--- config.mk ---
export PLATFORM = sky130hd
export DESIGN_NAME = seq_det_moore_prog
export DESIGN_NICKNAME = d
export VERILOG_FILES = /design/src/rtl/seq_det_pkg.sv /design/src/rtl/seq_det_prefix_len.sv /design/src/rtl/seq_det_moore_prog.sv
export SDC_FILE = /design/constraint.sdc
export NUM_CORES = 1
export LEC_CHECK = 0
export ABC_CLOCK_PERIOD_IN_PS = 2400
export CAP_MARGIN = 0
export CORE_MARGIN = 3
export CORE_UTILIZATION = 30
export CTS_CLUSTER_DIAMETER = 150
export DETAILED_ROUTE_END_ITERATION = 10
export PLACE_DENSITY_LB_ADDON = 0.1
export SYNTH_ARGS = -nofsm -noshare
export SYNTH_HDL_FRONTEND = slang
export SYNTH_SLANG_ARGS = --single-unit
export TNS_END_PERCENT = 20
--- constraint.sdc ---
create_clock -name clk -period 2.4 [get_ports clk]
set_input_delay 0.36 -clock clk [delete_from_list [all_inputs] [get_ports clk]]
set_output_delay 0.36 -clock clk [all_outputs]
set_load 0.02 [all_outputs]
--- src/rtl/seq_det_pkg.sv ---
// Shared constants and helpers for the programmable Moore sequence detector.
package seq_det_pkg;

   // Legal range of the pattern length parameter
   localparam int PAT_W_MIN = 2;
   localparam int PAT_W_MAX = 16;

   // Overlapping detection is the power-up behaviour
   localparam logic OVERLAP_RST = 1'b1;

   // Width needed to hold a matched-prefix length in 0..pat_w
   function automatic int state_w(input int pat_w);
      return $clog2(pat_w + 1);
   endfunction

endpackage

--- src/rtl/seq_det_prefix_len.sv ---
// Combinational longest-prefix calculator: given the recent accepted bits
// (newest in bit 0) returns the longest pattern prefix that ends on them.
module seq_det_prefix_len
   import seq_det_pkg::*;
#(
   parameter int PAT_W = 4,
   localparam int SW = state_w(PAT_W)
)(
   input  logic [PAT_W:0]   seq,
   input  logic [PAT_W-1:0] pattern_q,
   input  logic [PAT_W-1:0] mask,
   input  logic [SW-1:0]    fill_eff,
   output logic [SW-1:0]    next
);

   logic [PAT_W-1:0] pat_sh;
   logic [PAT_W-1:0] care;

   // Try every prefix length upward; the last one that fits the history wins
   always_comb begin
      next   = '0;
      pat_sh = '0;
      care   = '0;
      for (int k = 1; k <= PAT_W; k++) begin
         pat_sh = pattern_q >> (PAT_W - k);
         care   = (mask >> (PAT_W - k)) & ({PAT_W{1'b1}} >> (PAT_W - k));
         if ((k <= int'(fill_eff) + 1) &&
             (((({1'b0, pat_sh}) ^ seq) & {1'b0, care}) == '0))
            next = SW'(k);
      end
   end

endmodule

--- src/rtl/seq_det_moore_prog.sv ---
// Parametrised Moore serial sequence detector with a runtime-programmable
// pattern, overlap control and a saturating match counter.
// Optional feature macro: SEQ_DET_MASK_EN adds pattern_mask (don't-care bits).
module seq_det_moore_prog
   import seq_det_pkg::*;
#(
   parameter int PAT_W = 4,
   parameter int CNT_W = 8
)(
   input  logic                       clk,
   input  logic                       rst,
   input  logic                       x_valid,
   input  logic                       x,
   input  logic                       cfg_load,
   input  logic [PAT_W-1:0]           pattern,
   input  logic                       overlap_en,
   input  logic                       cnt_clr,
   output logic                       z,
   output logic [$clog2(PAT_W+1)-1:0] match_len,
   output logic [CNT_W-1:0]           match_cnt
`ifdef SEQ_DET_MASK_EN
   ,
   input  logic [PAT_W-1:0]           pattern_mask
`endif
);

   localparam int SW = state_w(PAT_W);

   if (PAT_W < PAT_W_MIN || PAT_W > PAT_W_MAX) begin : g_bad_pat_w
      $error("seq_det_moore_prog: PAT_W out of range");
   end

   logic [SW-1:0]    state;
   logic [PAT_W-1:0] hist;
   logic [SW-1:0]    fill;
   logic [PAT_W-1:0] pattern_q;
   logic             overlap_q;
   logic [PAT_W-1:0] mask_q;
   logic [SW-1:0]    fill_eff;
   logic [SW-1:0]    fill_next;
   logic [SW-1:0]    next_len;
   logic             at_match;
   logic             cnt_inc;

`ifndef SEQ_DET_MASK_EN
   assign mask_q = '1;
`endif

   // After a non-overlapping match the history is forgotten so the next
   // match has to start from the bit after the completing one
   assign at_match  = (state == SW'(PAT_W));
   assign fill_eff  = (at_match && !overlap_q) ? '0 : fill;
   assign fill_next = (fill_eff == SW'(PAT_W)) ? fill_eff : fill_eff + SW'(1);
   assign cnt_inc   = !cfg_load && x_valid && (next_len == SW'(PAT_W));

   seq_det_prefix_len #(
      .PAT_W(PAT_W)
   ) u_prefix (
      .seq      ({hist, x}),
      .pattern_q(pattern_q),
      .mask     (mask_q),
      .fill_eff (fill_eff),
      .next     (next_len)
   );

   // State, history and configuration: reset beats cfg_load beats an accepted bit
   always_ff @(posedge clk) begin
      if (rst) begin
         state     <= '0;
         hist      <= '0;
         fill      <= '0;
         pattern_q <= '0;
         overlap_q <= OVERLAP_RST;
`ifdef SEQ_DET_MASK_EN
         mask_q    <= '1;
`endif
      end else if (cfg_load) begin
         state     <= '0;
         hist      <= '0;
         fill      <= '0;
         pattern_q <= pattern;
         overlap_q <= overlap_en;
`ifdef SEQ_DET_MASK_EN
         mask_q    <= pattern_mask;
`endif
      end else if (x_valid) begin
         state <= next_len;
         hist  <= {hist[PAT_W-2:0], x};
         fill  <= fill_next;
      end
   end

   // Saturating match counter; a clear always wins over a coincident match
   always_ff @(posedge clk) begin
      if (rst) begin
         match_cnt <= '0;
      end else if (cnt_clr) begin
         match_cnt <= '0;
      end else if (cnt_inc && (match_cnt != '1)) begin
         match_cnt <= match_cnt + CNT_W'(1);
      end
   end

   assign z         = at_match;
   assign match_len = state;

endmodule

======== Word level (Yosys, flattened, before mapping) ========
Index checks and enable logic that the tools add are counted.
operators by class
  reduce and logical (&&, ||, !) cells .... 16
  $lt $le $gt $ge ......................... 4
  eq/ne operators ......................... 4
  $add $sub $neg .......................... 3
  multipliers ............................. 0
  multiplexer cells ....................... 6
  shift operators ......................... 0
  bitwise logic cells ..................... 4
  divide/modulo/power cells ............... 0
operators by type and width
  operator                                              number
  <= comparator 3 x 32 -> 1 bit (first input constant)  2
  <= comparator 2 x 32 -> 1 bit (first input constant)  1
  <= comparator 4 x 32 -> 1 bit (first input constant)  1
  zero test 5 bit                                       4
  2-to-1 mux 3 bit                                      5
  equality test 3 bit (second input constant)           3
  adder 8 x 1 -> 8 bit (second input constant)          1
  logical AND 1 bit                                     8
  inequality test 8 bit (second input constant)         1
  adder 3 x 1 -> 4 bit (second input constant)          1
  OR reduction 2 bit                                    2
  XOR 4 bit                                             1
  adder 3 x 1 -> 3 bit (second input constant)          1
  XOR 3 bit                                             1
  zero test 1 bit                                       2
  XOR 2 bit                                             1
  2-to-1 mux 1 bit                                      1
  XOR 1 bit                                             1
word-level totals
  bits in latches ......................... 0
  memory bits (writable) .................. 0
  output and inout port bits .............. 12
  input port bits ......................... 11
  register bits ........................... 22
  bits in read-only memories .............. 0
  memories kept ........................... 0

======== Longest topological paths before layout ========
Gate-level depths: netlist of the first run.
  word-level depth ........................ 13
  depth in mapped cells ................... 10
  mapped depth without buffers ............ 8

======== Cells and area by module ========
From an unflattened synthesis of the first run, not the netlist that was laid out.
second synthesis, totals
  cells, all modules ...................... 142
  area, all modules ....................... 1300.0 um^2
by module, submodules not included
  module              seq. area each (um^2)  cells an instance  instances  area an instance (um^2)
  seq_det_moore_prog  460.4                  109                1          1051.0
  seq_det_prefix_len  0.0                    33                 1          249.0

======== Least setup slack after synthesis of the first run ========
OpenSTA, ideal clock, no wires.
  kind .................................... flip-flop to flip-flop
  start point ............................. reg state[0] (netlist: match_len[0])
  end point ............................... reg match_cnt[7]
  data required time ...................... 2.330 ns
  cell stages (with the launch flop) ...... 10
  arrival ................................. 2.283 ns
  setup slack ............................. 0.048 ns
  cell sequence ........................... dfxtp_1 -> or4b_1 -> buf_6 -> nand2_1 -> inv_1 -> ha_1 -> nand4_4 -> nand3_4 -> or4_1 -> a21oi_1
between the ends
  cells in the longest elaborated chain, start to end .. 13
ends and longest elaborated chain
  item                           RTL line                   RTL
  from (decl)                    seq_det_moore_prog.sv:33   logic [SW-1:0] state;
  from (signal assigned)         seq_det_moore_prog.sv:87   state <= next_len;
  equality test 3 bit *          seq_det_moore_prog.sv:51   assign at_match = (state == SW'(PAT_W));
  logical AND 1 bit *            seq_det_moore_prog.sv:52   assign fill_eff = (at_match && !overlap_q) ? '0 : fill;
  2-to-1 mux 3 bit *             seq_det_moore_prog.sv:52
  adder 3 x 1 -> 4 bit *         seq_det_prefix_len.sv:27   if ((k <= int'(fill_eff) + 1) &&
  <= comparator 2 x 32 -> 1 bit  seq_det_prefix_len.sv:27
  logical AND 1 bit              seq_det_prefix_len.sv:27
  2-to-1 mux 1 bit               seq_det_prefix_len.sv:27
  2-to-1 mux 3 bit (2 in a row)  seq_det_prefix_len.sv:27
  2-to-1 mux 3 bit *             seq_det_prefix_len.sv:27
  equality test 3 bit *          seq_det_moore_prog.sv:54   assign cnt_inc = !cfg_load && x_valid && (next_len == SW'(PAT_W));
  logical AND 1 bit *            seq_det_moore_prog.sv:54
  logical AND 1 bit *            seq_det_moore_prog.sv:99   end else if (cnt_inc && (match_cnt != '1)) begin
  to (signal assigned)           seq_det_moore_prog.sv:100  match_cnt <= match_cnt + CNT_W'(1);
  to (decl)                      seq_det_moore_prog.sv:20   output logic [CNT_W-1:0] match_cnt
Every way passes the cells marked *; elsewhere a longest branch is shown, timed or not.
A chain may end at the register's enable or synchronous reset.

======== Worst setup path after layout of the first run ========
  start point ............................. reg state[0] (netlist: match_len[0])
  end point ............................... reg match_cnt[6]
The elaborated chain is that of the path after synthesis.

==> summary.md, run 1 <==
| Metric | Value |
|---|---|
| Status | `completed` |
| Slowest cell delay on critical path | `0.56 ns` |
| Commonest cells post-synth | `dfxtp_1 (22), nor2_1 (14), xor2_1 (10)` |
| Slew Limit Fails | `0` |
| Rel. slew slack | `78.2%` |
| Mapped Cells | `134` |
| # H-tree levels | `1` |
| Min Clock Period, post-route | `2.26 ns` |
| Detailed-placement wirelength estimate | `2180 um` |
| Core Rows | `22` |
| Worst Tran Pin Value | `0.324 ns` |
| Initial DRC count | `48` |
| #FFs+latches synth | `22` |
| Hold slack | `0.502 ns` |
| Post-Synth Adder-Cell Area | `4.04%` |
| Final WL | `2880 um` |
| Synth unique cells | `41` |
| Worst reg2reg path depth | `8` |
| Power Dens Cells | `470 nW/um^2` |
| Later-pin clock latency in the skew report | `0.26 ns` |
| Layout cells sized above 1 | `12.0%` |
| CP startpoint kind | `flop` |
| Worst r2r dst | `match_cnt[6]` |
| Largest net degree at the start of global routing | `13` |
| GRT Residual Overflow | `0` |
| Number of synthesized flops with an enable pin | `0` |
| Die Y | `70.3 um` |
| Worst hold path type | `flop to flop` |
| Initial antenna violation count | `0` |
| Largest family of logic cells by synthesized area | `simple AND/OR/NAND/NOR gates` |
| Post-synthesis mux area share | `7.27%` |
| Root Buffer | `clkbuf_8` |
| Global Route Usage Sum | `12.6%` |
| Die X | `70.3 um` |
| Synth top area share | `35.6%` |
| Worst R2R Setup Slack | `0.14 ns` |
| Initial Util | `32.4%` |
| Tot Pwr | `0.000741 W` |
| Simple-Gate Fraction of Synth Area | `24.6%` |
| Synthesized area | `1240 sq um` |
| Synth top area cells | `dfxtp_1 (36%), mux2i_1 (7.3%), xor2_1 (7.1%)` |
| Post-synth top flop | `dfxtp_1` |
| CTS sink cnt | `22` |
| TritonCTS Buffers | `3` |
| Vias post-DR | `1,031` |
| # nets final | `174` |
| Maximum capacitance violations | `0` |
| Vias per cell | `5.00` |
| Highest Clock Rate | `443 MHz` |
| Xor and xnor area share after synthesis | `7.07%` |
| Buffers added on ports | `22` |
| Critical path arrival | `2.46 ns` |
| Post-synthesis compound-gate area fraction | `16.7%` |
| Syn-to-layout area delta | `27.4%` |
| Gpl congestion | `0.802` |
| Post-DR wirelength/cell | `14.0 um` |
| Clock Skew | `0.00155 ns` |
| Hold path start | `match_cnt[6]` |
| Top-count cell post-synth | `dfxtp_1` |
| Post-layout util | `41.2%` |
| Worst Path Max Fanout | `10` |
| Crit-path cells | `or4b_4 -> nand2_1 -> inv_1 -> ha_2 -> nand4_4 -> nand3_4 -> or4_1 -> a21oi_1` |
| Core area | `3830 sq um` |
| Total iterations of the first detailed-routing run | `4` |
| Io pins | `23` |
| Static leakage | `0.660 nW` |
| Vias in the first global route | `1,044` |
| Period utilization | `94.1%` |
| Synth warn | `0` |
| CP endpoint kind | `flop` |
| CP max stage cell | `or4b_4` |
| CP required | `2.60 ns` |
| Global-route wire length before repair | `5000 um` |
| Area of the die | `4940 sq um` |
| Asr flop ratio synth | `0%` |
| Avg Inst Size Synth | `9.24 sq um` |
| WHS Path Cells | `2` |
| Final setup vio count | `0` |
| Syn nets | `149` |
| R2r startpoint | `match_len[0]` |
| DRC errors left | `0` |
| Antenna violation net count after detailed routing | `0` |
| Setup TNS Final | `0 ns` |
| Max VDD drop | `0.337 mV` |
| Leading area contributor after synthesis | `dfxtp_1` |
| Worst Hold End | `match_cnt[6]` |
| Critical Setup Path Class | `flop to flop` |
| Clock slew at reported path FFs | `0.08 ns` |
| Sequential-to-total area share from yosys stat | `35.6%` |
| Unrepaired setup endpoints after global routing | `false` |
| Clock buffer depth | `2` |
| Final Hold Vio Count | `0` |
| Antenna cells | `0` |
| CTS tree | `built` |
repair_timing:
item,CTS,global route
hold buffers,0,0
endpoints found under the setup margin,0,10
buffers inserted,0,0
resized for setup,0,2
state kept, by name, summed over array words and instances, names as in the netlist:
name and cells:
hist 3, fill 3, overlap_q 1, pattern_q 4, match_len 3, match_cnt 8
per-stage QoR:
stage	area, sq um	setup WS (ns)	std cells
after floorplan	1240	0.0476	134
after detailed placement	1520	0.0334	202
after global placement	1520	0.0856	202
final	1580	0.141	206
after global routing	1580	0.0260	206
after CTS	1570	0.00391	206
report_power, final:
group | switching (W) | internal (W) | total [W] | leakage [nW]
clock network | 0.000122 | 0.000146 | 0.000268 | 0.0288
logic | 0.0000444 | 0.0000465 | 0.0000909 | 0.453
registers | 0.00000933 | 0.000373 | 0.000382 | 0.179
final cells by class:
class / count / area [sq um]
inverters: 3 / 11.3
multi-input cells: 101 / 746
fillers: 384 / 2250
well taps: 48 / 60.1
clock buffers: 4 / 55.1
flip-flops and latches: 22 / 440
repair buffers: 28 / 265
critical path: cells and delay by family, from the launching register on:
kind	cells	cell delay, ns
DFF	1	0.34
buffers and inverters	1	0.06
AOI/OAI and AO/OA	1	0.14
adders and majority gates	1	0.23
and+or+nand+nor	5	1.43
placed cells by master, fill, tap and decap left out, drive strengths merged, types with 2 or more instances in the layout:
master         netlist  final
inv                  3      3
o21ai                4      4
mux2i                9      9
nor4                 2      2
ha                   4      4
xor2                10     10
nand3                6      6
nor2                14     14
or4                  3      3
dfxtp               22     22
a21oi                7      7
or2                  2      2
o31ai                3      3
clkbuf               4      4
a41o                 3      3
nand2                8      8
buf                  4      6
nand3b               2      2
and3                 4      4
a31oi                4      4
a211oi               2      2
clkdlybuf4s50        0     22
nor3b                2      2
kinds of logic after synthesis:
group / Yosys count
XOR/XNOR: 10
AO/OA/AOI/OAI: 29
flip-flops: 22
buffers and inverters: 11
adder cells (fa/ha/maj): 4
AND/OR/NAND/NOR: 49
multiplexers: 9
per-layer routing:
layer | wire [um] | GRT usage [%] | vias up
li1 | - | - | 534
met3 | 131 | 3.45 | 4
met2 | 1210 | 18.3 | 26
met4 | 46 | 4.68 | 0
met5 | 0 | 0 | -
met1 | 1480 | 17.7 | 467
how the worst max path moves through the flow:
stage                  from      endpoint  slack, ns  cells after the start
2_1_floorplan  match_len[0]  match_cnt[7]       0.05                      9
3_3_place_gp   match_len[0]  match_cnt[7]       0.09                      8
3_5_place_dp   match_len[0]  match_cnt[7]       0.03                      8
4_1_cts        match_len[0]  match_cnt[7]      0.004                      8
5_1_grt        match_len[0]  match_cnt[7]       0.03                      8
6_report       match_len[0]  match_cnt[6]       0.14                      8
Note: power is estimated with default switching activity, not from simulation.
==> inputs of run 2 (changes only) <==
--- a/config.mk
+++ b/config.mk
@@ -7,10 +7,13 @@
 export LEC_CHECK = 0
 export ABC_CLOCK_PERIOD_IN_PS = 2400
 export CAP_MARGIN = 0
-export CORE_MARGIN = 3
+export CELL_PAD_IN_SITES_DETAIL_PLACEMENT = 0
+export CELL_PAD_IN_SITES_GLOBAL_PLACEMENT = 1
+export CORE_MARGIN = 2
 export CORE_UTILIZATION = 30
 export CTS_CLUSTER_DIAMETER = 150
 export DETAILED_ROUTE_END_ITERATION = 10
+export GPL_TIMING_DRIVEN = 0
 export PLACE_DENSITY_LB_ADDON = 0.1
 export SYNTH_ARGS = -nofsm -noshare
 export SYNTH_HDL_FRONTEND = slang
==> run 2 against run 1 <==
  * Critical path depth increased by 2
  * Sequential power about the same
  * Combinational power decreased by 4.2%
  * Wire length decreased by 1.9%
  * Flip-flop and latch count unchanged
  * Die area decreased by 5.6%
  * Register-to-register slack got worse by 0.04 ns
  * Clock power about the same
  * Count of clock-buffer cells in the layout unchanged
  * Critical endpoint is now match_cnt[3]
  * Highest routed layer unchanged
==> summary.md, run 2 (synthesized netlist as in run 1, its figures left out) <==
| Metric | Value |
|---|---|
| Vias post-DR | `1,054 (was 1,031)` |
| Slowest cell delay on critical path | `0.54 ns (was 0.56 ns)` |
| Most Crowded Layer GR | `met2 (unchanged)` |
| Setup crit start | `match_len[0] (unchanged)` |
| Critical path arrival | `2.51 ns (was 2.46 ns)` |
| Worst Path Max Fanout | `9 (was 10)` |
| CTS sink cnt | `22 (unchanged)` |
| Slew Limit Fails | `0 (unchanged)` |
| Met3 Track Usage GR | `2.47% (was 3.45%)` |
| Final WL | `2820 um (was 2880 um)` |
| Worst path bufs/invs | `3 (was 1)` |
| Rel. slew slack | `48.5% (was 78.2%)` |
| Die X | `68.3 um (was 70.3 um)` |
| Core area | `4000 sq um (was 3830 sq um)` |
| Most frequent cells in the layout | `dfxtp_1 (20), clkdlybuf4s50_1 (19), nor2_1 (14), xor2_1 (10), mux2i_1 (9) (was dfxtp_1 (22), clkdlybuf4s50_1 (22), nor2_1 (14), xor2_1 (10), mux2i_1 (9))` |
| Final Hold Vio Count | `0 (unchanged)` |
| Detailed-placement wirelength estimate | `2090 um (was 2180 um)` |
| CTS tree | `built (unchanged)` |
| Global-route met2 utilization | `20.3% (was 18.3%)` |
| CP max stage cell | `or4b_4 (unchanged)` |
| Io pins | `23 (unchanged)` |
| Min Clock Period, post-route | `2.30 ns (was 2.26 ns)` |
| Later-pin clock latency in the skew report | `0.27 ns (was 0.26 ns)` |
| Setup WS pre-CTS | `-0.0877 ns (was 0.0334 ns)` |
| Clock buffer depth | `2 (unchanged)` |
| Antenna violation net count after detailed routing | `0 (unchanged)` |
| Placed cells | `203 (was 202)` |
| Worst hold path type | `primary input to flop (was flop to flop)` |
| Layout Cells excl Fill | `209 (was 206)` |
| Initial DRC count | `45 (was 48)` |
| Max VDD drop | `0.215 mV (was 0.337 mV)` |
| Tot Pwr | `0.000739 W (was 0.000741 W)` |
| Static leakage | `0.655 nW (was 0.660 nW)` |
| CP endpoint kind | `flop (unchanged)` |
| Maximum capacitance violations | `0 (unchanged)` |
| Largest registers | `match_cnt: 8 flops, pattern_q: 4 flops (unchanged)` |
| Combinational Power Share | `11.8% (was 12.3%)` |
| Worst Tran Pin Value | `0.771 ns (was 0.324 ns)` |
| Switching power | `0.000178 W (was 0.000176 W)` |
| Syn-to-layout area delta | `28.0% (was 27.4%)` |
| GRT Residual Overflow | `0 (unchanged)` |
| Gpl congestion | `0.825 (was 0.802)` |
| Area of the die | `4660 sq um (was 4940 sq um)` |
| CP delay by family, top | `simple AND/OR/NAND/NOR gates (unchanged)` |
| Post-layout util | `39.6% (was 41.2%)` |
| TritonCTS Buffers | `3 (unchanged)` |
| Antenna cells | `0 (unchanged)` |
| Post-DR wirelength/cell | `13.5 um (was 14.0 um)` |
| Initial antenna violation count | `0 (unchanged)` |
| Clock slew at reported path FFs | `0.08 ns (about the same)` |
| Highest Clock Rate | `434 MHz (was 443 MHz)` |
| CP required | `2.61 ns (was 2.60 ns)` |
| Largest net degree at the start of global routing | `13 (unchanged)` |
| Power Dens Cells | `466 nW/um^2 (was 470 nW/um^2)` |
| Internal power | `0.000561 W (was 0.000565 W)` |
| Most common cell after layout, fill and taps aside | `dfxtp_1` |
| Clock Power Share | `36.7% (was 36.2%)` |
| Global-route wire length before repair | `4730 um (was 5000 um)` |
| Sw frac | `24.1% (was 23.7%)` |
| R2r startpoint | `match_len[0] (unchanged)` |
| Total iterations of the first detailed-routing run | `4 (unchanged)` |
| Critical Path End | `match_cnt[3] (was match_cnt[6])` |
| Root Buffer | `clkbuf_8 (unchanged)` |
| Period utilization | `95.9% (was 94.1%)` |
| Hold slack | `0.400 ns (was 0.502 ns)` |
| Number of flip-flops in the largest register | `8 (unchanged)` |
| Die Y | `68.3 um (was 70.3 um)` |
| Register share of total power | `51.5% (about the same)` |
| Initial Util | `31.0% (was 32.4%)` |
| Worst R2R Setup Slack | `0.1 ns (was 0.14 ns)` |
| Core Rows | `23 (was 22)` |
| Largest Register | `match_cnt (unchanged)` |
| Final setup vio count | `0 (unchanged)` |
| CP startpoint kind | `flop (unchanged)` |
| Layout cells sized above 1 | `15.1% (was 12.0%)` |
| Critical path depth in cells | `10 (was 8)` |
| Unrepaired setup endpoints after global routing | `false (unchanged)` |
| Buffers added on ports | `19 (was 22)` |
| Vias per cell | `5.04 (was 5.00)` |
| Clock Skew | `0.00415 ns (was 0.00155 ns)` |
| DRC errors left | `0 (unchanged)` |
| Final WS setup | `0.0983 ns (was 0.141 ns)` |
| Status | `completed (unchanged)` |
| Vias in the first global route | `1,001 (was 1,044)` |
| Global Route Usage Sum | `13.7% (was 12.6%)` |
| # H-tree levels | `1 (unchanged)` |
| Critical Setup Path Class | `flop to flop (unchanged)` |
| Worst r2r dst | `match_cnt[3] (was match_cnt[6])` |
| # nets final | `175 (was 174)` |
| Worst reg2reg path depth | `10 (was 8)` |
| Crit-path cells | `or4b_4 -> buf_6 -> nand2_1 -> inv_2 -> ha_4 -> a21o_1 -> and3_1 -> clkbuf_4 -> a31oi_1 -> a41o_1 (was or4b_4 -> nand2_1 -> inv_1 -> ha_2 -> nand4_4 -> nand3_4 -> or4_1 -> a21oi_1)` |
| Met1 Use GR | `19.2% (was 17.7%)` |
==> run 2: stage by stage <==
step / cell area [sq um] / setup TNS [ns]
after floorplan: 1240 / 0
after global placement: 1490 / -0.159
after detailed placement: 1490 / -0.449
after CTS: 1560 / 0
after global routing: 1590 / 0
final: 1590 / 0
==> run 2: repair_timing <==
action	CTS	global route
setup endpoints to repair	8	10
setup buffers	0	2
hold buffers	0	0
cloned	0	0
pin swaps	0	2
resized for setup	2	6
==> run 2: worst min path at each step <==
stage	startpoint	to	slack [ns]	depth (start not counted)
6_report	cfg_load	overlap_q	0.40	2
5_1_grt	cfg_load	overlap_q	0.41	2
4_1_cts	x_valid	fill[2]	0.40	2
3_5_place_dp	match_len[1]	match_len[1]	0.50	2
3_3_place_gp	match_cnt[7]	match_cnt[7]	0.49	2
2_1_floorplan	rst	pattern_q[0]	0.43	1
==> run 2: power groups by stage <==
stage / logic, W / clock network, W / registers, W
final: 0.0000871 / 0.000271 / 0.000380
after detailed placement: 0.0000873 / 0 / 0.000389
after global routing: 0.0000966 / 0.000299 / 0.000382
after floorplan: 0.0000596 / 0 / 0.000388
after global placement: 0.0000860 / 0 / 0.000388
after CTS: 0.0000882 / 0.000283 / 0.000380
==> run 2: metal layers <==
metal  vias to the layer above  part of all wire, %
li1                        535                    -
met3                         4                  4.7
met1                       490                   51
met2                        25                   43
met4                         0                  1.7
met5                         -                    0
==> run 2: final cells by class <==
| cell class | count | area (sq um) |
|---|---|---|
| multi-input combinational | 101 | 758 |
| clock buffer | 4 | 55.1 |
| tap | 50 | 62.6 |
| sequential | 22 | 443 |
| timing repair buffer | 21 | 205 |
| fill | 403 | 2410 |
| inverter | 3 | 11.3 |
| buffer | 8 | 50.0 |
==> run 2: worst reg2reg max path, cell delays in order, from the launching register on <==
cell	delay [ns]
dfxtp_2	0.35
or4b_4	0.54
buf_6	0.16
nand2_1	0.10
inv_2	0.07
ha_4	0.18
a21o_1	0.19
and3_1	0.18
clkbuf_4	0.18
a31oi_1	0.20
a41o_1	0.11
==> inputs of run 3 (changes only) <==
--- a/config.mk
+++ b/config.mk
@@ -14,8 +14,10 @@
 export CTS_CLUSTER_DIAMETER = 150
 export DETAILED_ROUTE_END_ITERATION = 10
 export GPL_TIMING_DRIVEN = 0
+export HOLD_SLACK_MARGIN = 0.1
 export PLACE_DENSITY_LB_ADDON = 0.1
 export SYNTH_ARGS = -nofsm -noshare
 export SYNTH_HDL_FRONTEND = slang
+export SYNTH_HIERARCHICAL = 1
 export SYNTH_SLANG_ARGS = --single-unit
 export TNS_END_PERCENT = 20
==> run 3 against run 2 <==
  * Register-to-register slack worse by 0.72 ns
  * Fmax down 24%
  * Global-route usage down 0.44 points
  * Final cell count up 9.6%
  * Wire length fell by 0.71%
  * Flip-flop and latch count unchanged
  * Critical endpoint is now match_cnt[6]
  * Core utilization increased by 3.4 points
  * Synthesized area grew 2.2%
  * Sequential share of layout area down 2.2 points
  * Final area rose by 9.4%
  * The flow now finishes with violations (negative setup slack)
==> summary.md, run 3 <==
| Metric | Value |
|---|---|
| Slew Limit Fails | `0 (unchanged)` |
| Post-route cell area | `1730 sq um (was 1590 sq um)` |
| Area of the die | `4760 sq um (was 4660 sq um)` |
| Critical Setup Path Class | `flop to flop (unchanged)` |
| Rel. slew slack | `61.6% (was 48.5%)` |
| Core Rows | `23 (unchanged)` |
| Vias post-DR | `1,117 (was 1,054)` |
| Static leakage | `0.697 nW (was 0.655 nW)` |
| Global Route Usage Sum | `13.2% (was 13.7%)` |
| Mapped Cells | `139 (was 134)` |
| CTS tree | `built (unchanged)` |
| Internal power | `0.000544 W (was 0.000561 W)` |
| Power Dens Cells | `417 nW/um^2 (was 466 nW/um^2)` |
| Combinational Power Share | `14.2% (was 11.8%)` |
| Post-DR wirelength/cell | `12.2 um (was 13.5 um)` |
| Die X | `69.0 um (was 68.3 um)` |
| Initial antenna violation count | `0 (unchanged)` |
| Buffers added on ports | `21 (was 19)` |
| M1 wire length | `1390 um (was 1430 um)` |
| Status | `finished with violations (was completed)` |
| CP startpoint kind | `flop (unchanged)` |
| Failing checks | `negative setup slack` |
| CP required | `2.60 ns (was 2.61 ns)` |
| Met2 wire len | `1290 um (was 1210 um)` |
| Vias in the first global route | `950 (was 1,001)` |
| Detailed-placement wirelength estimate | `2120 um (was 2090 um)` |
| Vias per cell | `4.88 (was 5.04)` |
| CP endpoint kind | `flop (unchanged)` |
| TritonCTS Buffers | `3 (unchanged)` |
| Fill cell count | `401 (was 403)` |
| Sw frac | `24.8% (was 24.1%)` |
| Clock buffer depth | `2 (unchanged)` |
| Initial Util | `31.4% (was 31.0%)` |
| Crit-path cells | `or4b_4 -> and2_4 -> a21boi_1 -> a21oi_4 -> nor3_2 -> o221ai_2 -> a21oi_2 -> nor4b_4 -> o211ai_2 -> buf_6 -> or4_1 -> a21oi_1 (was or4b_4 -> buf_6 -> nand2_1 -> inv_2 -> ha_4 -> a21o_1 -> and3_1 -> clkbuf_4 -> a31oi_1 -> a41o_1)` |
| # nets final | `198 (was 175)` |
| Register area | `447 sq um (was 443 sq um)` |
| Max Used Layer | `met4 (unchanged)` |
| Worst Tran Pin Value | `0.576 ns (was 0.771 ns)` |
| Largest registers | `match_cnt: 8 flops, pattern_q: 4 flops (unchanged)` |
| Highest Clock Rate | `330 MHz (was 434 MHz)` |
| Number of flip-flops in the largest register | `8 (unchanged)` |
| CTS sink cnt | `22 (unchanged)` |
| Antenna cells | `0 (unchanged)` |
| Maximum capacitance violations | `0 (unchanged)` |
| Min Clock Period, post-route | `3.03 ns (was 2.30 ns)` |
| Post-layout util | `43.0% (was 39.6%)` |
| DRC errors left | `0 (unchanged)` |
| Gpl congestion | `0.725 (was 0.825)` |
| Final Hold Vio Count | `0 (unchanged)` |
| Unrepaired setup endpoints after global routing | `true (was false)` |
| Root Buffer | `clkbuf_8 (unchanged)` |
| Avg Inst Size Synth | `9.11 sq um (was 9.24 sq um)` |
| Placed inst area | `1640 sq um (was 1490 sq um)` |
| Initial DRC count | `31 (was 45)` |
| GRT Residual Overflow | `0 (unchanged)` |
| Largest net degree at the start of global routing | `13 (unchanged)` |
| Register share of total power | `52.8% (was 51.5%)` |
| Most frequent cells in the layout | `clkdlybuf4s50_1 (21), dfxtp_1 (19), nor2_1 (13), mux2i_1 (12) (was dfxtp_1 (20), clkdlybuf4s50_1 (19), nor2_1 (14), xor2_1 (10), mux2i_1 (9))` |
| Total iterations of the first detailed-routing run | `4 (unchanged)` |
| Largest Register | `match_cnt (unchanged)` |
| Clock Power Share | `33.0% (was 36.7%)` |
| Final WL | `2800 um (was 2820 um)` |
| Synthesized area | `1270 sq um (was 1240 sq um)` |
| Most common cell after layout, fill and taps aside | `clkdlybuf4s50_1 (was dfxtp_1)` |
| Hold buffers post-CTS | `0 (unchanged)` |
| Max VDD drop | `0.289 mV (was 0.215 mV)` |
| Syn-to-layout area delta | `37.0% (was 28.0%)` |
| Clock slew at reported path FFs | `0.08 ns (about the same)` |
| Global-route wire length before repair | `4660 um (was 4730 um)` |
| Met3 wire len | `108 um (was 133 um)` |
| Period utilization | `126% (was 95.9%)` |
| Hold slack | `0.370 ns (was 0.400 ns)` |
| Clock Skew | `0.00531 ns (was 0.00415 ns)` |
| Io pins | `23 (unchanged)` |
| Antenna violation net count after detailed routing | `0 (unchanged)` |
| # H-tree levels | `1 (unchanged)` |
| Placed cells | `219 (was 203)` |
| Final WS setup | `-0.626 ns (was 0.0983 ns)` |
| CP max stage cell | `or4b_4 (unchanged)` |
| Critical path arrival | `3.23 ns (was 2.51 ns)` |
| Layout Cells excl Fill | `229 (was 209)` |
| Slowest cell delay on critical path | `0.60 ns (was 0.54 ns)` |
| Final setup vio count | `8 (was 0)` |
| Later-pin clock latency in the skew report | `0.26 ns (was 0.27 ns)` |
| Synth warn | `6 (was 0)` |
| Layout cells sized above 1 | `19.6% (was 15.1%)` |
| Area of the multi-input gates | `862 sq um (was 758 sq um)` |
| Worst hold path type | `primary input to flop (unchanged)` |
| Core area | `4030 sq um (was 4000 sq um)` |
| Switching power | `0.000179 W (was 0.000178 W)` |
| Die Y | `69.0 um (was 68.3 um)` |
| Worst Path Max Fanout | `5 (was 9)` |
## run 3: final cells by class
| cell class | count | share of cell area [%] |
|---|---|---|
| inverters | 7 | 1.80 |
| well taps | 50 | 3.61 |
| flip-flops and latches | 22 | 25.8 |
| plain buffers | 5 | 1.95 |
| clock buffers | 4 | 2.60 |
| repair buffers | 27 | 14.6 |
| multi-input cells | 114 | 49.7 |
## run 3: power by group through the flow
stage / sequential, W / combinational, W / clock [W]
2_1_floorplan: 0.000390 / 0.0000628 / 0
3_3_place_gp: 0.000391 / 0.0000948 / 0
3_5_place_dp: 0.000391 / 0.0000967 / 0
4_1_cts: 0.000382 / 0.000104 / 0.000252
5_1_grt: 0.000384 / 0.000113 / 0.000268
6_report: 0.000382 / 0.000103 / 0.000239
## run 3: worst max-delay path: cells and delay by family (launching register included)
| kind | cells | cell delay, ns |
|---|---|---|
| buffers and inverters | 1 | 0.15 |
| DFF | 1 | 0.33 |
| AOI/OAI and AO/OA | 6 | 0.94 |
| and+or+nand+nor | 5 | 1.54 |
## run 3: worst paths after layout
| kind | start | endpoint | slack, ns | cells after the start |
|---|---|---|---|---|
| max | match_len[1] | match_cnt[6] | -0.63 | 12 |
| min reg2reg | match_cnt[6] | match_cnt[6] | 0.52 | 2 |
| min | cfg_load | overlap_q | 0.37 | 2 |
| max reg2reg | match_len[1] | match_cnt[6] | -0.63 | 12 |
## run 3: per-layer routing
layer  global-route usage (%)  vias up
met1                     19.1      528
li1                         -      567
met3                     3.57        4
met4                     2.21        0
met5                        0        -
met2                     19.8       18
## run 3: timing repair
action,CTS,global route
pin swaps,11,0
endpoints found under the setup margin,8,9
gates cloned,1,0
setup buffers,5,0
resized for setup,2,0
## run 3: stage by stage
stage                     total power [W]  setup TNS (ns)  worst slack [ns]
after floorplan                  0.000453           -3.33            -0.526
after global placement           0.000486           -4.56            -0.682
after detailed placement         0.000488           -5.00            -0.731
after CTS                        0.000738           -4.41            -0.642
after global routing             0.000765           -5.70            -0.813
final                            0.000723           -4.29            -0.626
